### config.mk
export PLATFORM = sky130hd
export DESIGN_NAME = ifstage_fetch_unit
export DESIGN_NICKNAME = d
export VERILOG_FILES = /design/src/rtl/ifstage_fetch_unit.sv
export SDC_FILE = /design/constraint.sdc
export NUM_CORES = 1
export LEC_CHECK = 0
export CAP_MARGIN = 25
export CORE_MARGIN = 5
export CORE_UTILIZATION = 45
export DETAILED_ROUTE_END_ITERATION = 10
export PLACE_DENSITY = 0.76
export SETUP_SLACK_MARGIN = 0.05
export SYNTH_ARGS = -nofsm -noshare
export SYNTH_HDL_FRONTEND = slang
export SYNTH_SLANG_ARGS = --single-unit
### constraint.sdc
create_clock -name Clk -period 9.6 [get_ports Clk]
set_clock_uncertainty 0.1 [all_clocks]
set_input_delay 0.96 -clock Clk [delete_from_list [all_inputs] [get_ports Clk]]
set_output_delay 0.96 -clock Clk [all_outputs]
set_load 0.005 [all_outputs]
### src/rtl/ifstage_fetch_unit.sv
// Instruction fetch: owns PC, issues req/ack word reads, holds Instr until PC_LdEn (2-cycle zero-wait fetch).
// Optional ack watchdog under FETCH_TIMEOUT_EN; without it REQ waits for ack indefinitely.
module ifstage_fetch_unit #(
  parameter int unsigned ADDR_W      = 10,
  parameter logic [31:0] RESET_PC    = 32'h0000_0000,
  parameter int unsigned TIMEOUT_CYC = 16
) (
  input  logic              Clk,
  input  logic              Reset,
  input  logic [31:0]       PC_Immed,
  input  logic              PC_sel,
  input  logic              PC_LdEn,
  output logic              IMem_Req,
  output logic [ADDR_W-1:0] IMem_Addr,
  input  logic              IMem_Ack,
  input  logic [31:0]       IMem_RdData,
  output logic [31:0]       Instr,
  output logic              Instr_valid,
  output logic [31:0]       PC,
  output logic              Fetch_busy,
  output logic              Fetch_err
);

  typedef enum logic [1:0] {IDLE, REQ, HOLD} state_t;

  state_t      state_q;
  logic [31:0] pc_q;
  logic [31:0] pc_d;
  logic [31:0] instr_q;
  logic        vld_q;
  logic        req_q;
  logic        busy_q;

`ifdef FETCH_TIMEOUT_EN
  localparam int unsigned CNT_W = $clog2(TIMEOUT_CYC + 1);
  logic [CNT_W-1:0] tmo_q;
  logic             err_q;
  logic             tmo_hit;

  // Fires on the last permitted REQ cycle without an ack.
  assign tmo_hit = (tmo_q == CNT_W'(TIMEOUT_CYC - 1));
`endif

  // Immediate is a word offset; the shift drops its top two bits (modulo-2^32 arithmetic).
  always_comb begin
    pc_d = pc_q + 32'd4;
    if (PC_sel) begin
      pc_d = pc_d + (PC_Immed << 2);
    end
  end

  always_ff @(posedge Clk) begin
    if (Reset) begin
      state_q <= IDLE;
      pc_q    <= RESET_PC;
      instr_q <= '0;
      vld_q   <= 1'b0;
      req_q   <= 1'b0;
      busy_q  <= 1'b1;
`ifdef FETCH_TIMEOUT_EN
      tmo_q   <= '0;
      err_q   <= 1'b0;
`endif
    end else begin
      case (state_q)
        IDLE: begin
          state_q <= REQ;
          req_q   <= 1'b1;
`ifdef FETCH_TIMEOUT_EN
          tmo_q   <= '0;
`endif
        end
        REQ: begin
          if (IMem_Ack) begin
            instr_q <= IMem_RdData;
            vld_q   <= 1'b1;
            req_q   <= 1'b0;
            busy_q  <= 1'b0;
            state_q <= HOLD;
          end
`ifdef FETCH_TIMEOUT_EN
          else if (tmo_hit) begin
            // Hand decode a NOP so it never stalls on a dead memory.
            err_q   <= 1'b1;
            instr_q <= 32'h0000_0000;
            vld_q   <= 1'b1;
            req_q   <= 1'b0;
            busy_q  <= 1'b0;
            state_q <= HOLD;
          end else begin
            tmo_q <= tmo_q + 1'b1;
          end
`endif
        end
        HOLD: begin
          if (PC_LdEn) begin
            pc_q    <= pc_d;
            vld_q   <= 1'b0;
            req_q   <= 1'b1;
            busy_q  <= 1'b1;
            state_q <= REQ;
`ifdef FETCH_TIMEOUT_EN
            tmo_q   <= '0;
`endif
          end
        end
        default: begin
          state_q <= IDLE;
          req_q   <= 1'b0;
          busy_q  <= 1'b1;
        end
      endcase
    end
  end

  assign IMem_Req    = req_q;
  assign IMem_Addr   = pc_q[ADDR_W+1:2];
  assign Instr       = instr_q;
  assign Instr_valid = vld_q;
  assign PC          = pc_q;
  assign Fetch_busy  = busy_q;
`ifdef FETCH_TIMEOUT_EN
  assign Fetch_err   = err_q;
`else
  assign Fetch_err   = 1'b0;
`endif

endmodule

==> parameters.txt <==
Parameter                              Value

Min path
  Worst hold path type    reg2reg
  Worst min-delay path startpoint    Instr[17]
  Number of cells on the worst hold path    2

Clock network
  Num Clock Sinks    66
  Post-CTS Setup Inserts    0
  Latest clock arrival within the worst-skew pair    0.33 ns
  Maximum buffer depth of the clock tree    2
  CTS-repair resized insts    0
  Cell at the root of the clock tree    sky130_fd_sc_hd__clkbuf_16
  Clock tree from TritonCTS    yes
  Clock transition at the registers of the reported paths    0.06 ns
  Number of CTS-inserted buffers    9
  H-tree levels    3
  Hold-fix buffer count after cts    0

Final layout
  Final nets    901
  Inserted Diodes    0
  Total of fill cells in the finished design    1024
  Area growth syn-to-layout    33.24%
  Proportion of layout cells with a drive suffix above 1    6.008%
  Final Instance Count excl. Fillers    942

Route
  Number of nets with antenna violations after routing    0
  Overall via count from detail_route    5486
  Drt total wl    16.34 mm
  Vias/cell    5.824
  WL per Instance    17.35 um
  Starting DRT DRC Count    419
  Number of remaining DRC errors    0
  Pre-Repair DR Iteration Count    5

Critical path
  Beginning of the worst register-to-register path    PC[4]
  Setup crit end kind    flip-flop
  Timing startpoint of the critical path    PC[4]
  CP startpoint kind    flip-flop
  Arr. time, crit path    4.46 ns
  Worst Setup Path Type    reg2reg
  Crit path max fanout    9
  Crit path required time    9.73 ns
  Number of cells traversed by the worst register-to-register path    14

Logic synthesis
  Count of state elements after synthesis    66
  Mean Syn Cell Area    7.627 sq um
  Main area contributors after synthesis    sky130_fd_sc_hd__dfxtp_1 25%, sky130_fd_sc_hd__ha_1 8.9%, sky130_fd_sc_hd__a21oi_1 8.6%
  Library cell with the largest summed area after synthesis    sky130_fd_sc_hd__dfxtp_1
  Fraction of post-synthesis cell area in the top cell type by area    25.48%
  Number of flops mapped to enable cells by yosys    0
  Predominant post-synthesis flop cell    sky130_fd_sc_hd__dfxtp_1
  Synth Cell Area    0.005186 sq mm
  Synthesis warning total    0
  Fraction of registers with async set or reset after synthesis    0%
  Top cells by count, synth    101 x sky130_fd_sc_hd__nand2_1, 89 x sky130_fd_sc_hd__a21oi_1, 66 x sky130_fd_sc_hd__dfxtp_1
  Cell variety after synth    74
  Gate count after technology mapping    680
  Most common cell in the synthesized netlist    sky130_fd_sc_hd__nand2_1
  Fraction of the yosys area taken by sequential cells    25.48%

STA
  Minimum clock period after layout    4.322 ns
  Number of endpoints with negative hold slack in the final report    0
  PnR worst setup slack    5.278 ns
  Final worst-path cycle share    45.02%
  Worst slew margin relative to its limit    42.54%
  Hold_ws    0.3557 ns
  RSZ-0062 raised after global routing    false
  Total of endpoints with negative setup slack in the final report    0
  Slew @ Worst Pin    0.8609 ns
  Pins over their slew limit    0
  Setup total negative slack    0 ns
  Fmax    231.4 MHz

Floorplanning
  Area inside the core boundary    0.01137 sq mm
  Effective utilization at floorplan    45.61%
  Count of pins on the block boundary    147
  Height of the die    117.4 um
  Die Outline Area    0.01377 sq mm
  Number of core rows    39
  Horizontal die dimension    117.4 um

GRT
  Antenna violations before repair    0
  GR Util All Layers    22.70%
  Remaining Overflow, GRT    0
  Via count of the first global-routing pass    5344
  Largest net degree at the start of global routing    75
  Global-route wire length before repair    26.28 mm

Status
  Outcome    complete, no violations

Power
  Overall power    0.7834 mW
  Power density cells    113.4 mW/mm^2
  Leakage component of the power    2.685 nW
  Worst ir drop on vdd    0.08430 mV

Flow run
  Total of max-cap violations    0

Place
  Global placer's final weighted congestion    0.9880
  Placed Cells    926
  Setup Slack @ Placement    5.334 ns
  Total half-perimeter wirelength after legalization and detailed placement    12.01 mm
  I/O Buffers    141
## registers in the layout, indices dropped and copies added, names as in the netlist
signal       count
IMem_Req         1
Instr_valid      1
state_q          1
PC              30
Instr           32
Fetch_busy       1
## stage by stage
stage	cell area (sq um)	utilization, %
final	6910	60.78
after CTS	6910	60.78
after global placement	6586	57.93
after detailed placement	6601	58.06
after floorplan	5194	-
after global routing	6910	60.78
## final cells by class
cell class	instances	area (sq um)	share of cell area, %
flip-flops and latches	66	1321	19.12
repair buffers	146	1451	21.00
clock inverters	7	83.83	1.213
multi-input cells	558	3601	52.11
clock buffers	9	225.2	3.259
inverters	13	48.80	0.7061
well taps	143	178.9	2.589
## cells in the final DEF (no fill, tap or decap), drive strengths merged, types with 9 or more instances in the layout
cell type      Yosys  final
nand2            101    101
dfxtp             66     66
ha                37     37
o21bai            10     10
clkbuf            26      9
a21o              11     11
nor2              55     55
clkdlybuf4s50      0    140
a211oi            10     10
inv               13     17
and2               9      9
nand4             17     17
xnor2             27     27
and3              10     10
nand3             17     17
nor3              23     23
o21ai             27     27
a21oi             89     89
xor2              17     17
## worst max-delay path, stage by stage, from the launching register on
cell and delay, ns:
sky130_fd_sc_hd__dfxtp_1 0.50, sky130_fd_sc_hd__and4_1 0.42, sky130_fd_sc_hd__nand4_2 0.25, sky130_fd_sc_hd__nor3_4 0.34, sky130_fd_sc_hd__and2_2 0.28, sky130_fd_sc_hd__and3_1 0.23, sky130_fd_sc_hd__xor2_1 0.26, sky130_fd_sc_hd__ha_1 0.23
sky130_fd_sc_hd__nand2_1 0.06, sky130_fd_sc_hd__or2_2 0.35, sky130_fd_sc_hd__a2111oi_4 0.48, sky130_fd_sc_hd__nor2_1 0.12, sky130_fd_sc_hd__xnor2_1 0.24, sky130_fd_sc_hd__o21ai_0 0.11, sky130_fd_sc_hd__a221oi_1 0.25
## report_power, final
part | total (mW) | internal, mW | switching, mW
Sequential | 0.293 | 0.284 | 0.00905
Combinational | 0.141 | 0.0727 | 0.0687
Clock | 0.349 | 0.206 | 0.143
## routing by layer
layer	part of all wire (%)	wire length (um)	GRT usage, %	vias up
li1	-	-	-	2665
met5	0	0	0	-
met2	48	7794	37.09	224
met4	3.4	563	10.15	0
met1	42	6865	28.51	2554
met3	6.8	1118	4.957	43
## logic make-up after synthesis
logic type / share of synthesized area (%)
AOI/OAI and AO/OA: 24.37
xor gates and xnor gates: 7.431
adders and majority gates: 9.312
buffers and inverters: 5.283
DFF: 25.48
muxes: 0.5790
other: 0.07231
and+or+nand+nor: 27.48
## final timing paths
path          endpoint  slack, ns
max             PC[27]       5.28
min          Instr[17]       0.36
min reg2reg  Instr[17]       0.36
max reg2reg     PC[27]       5.28
(Power assumes the default switching activity.)
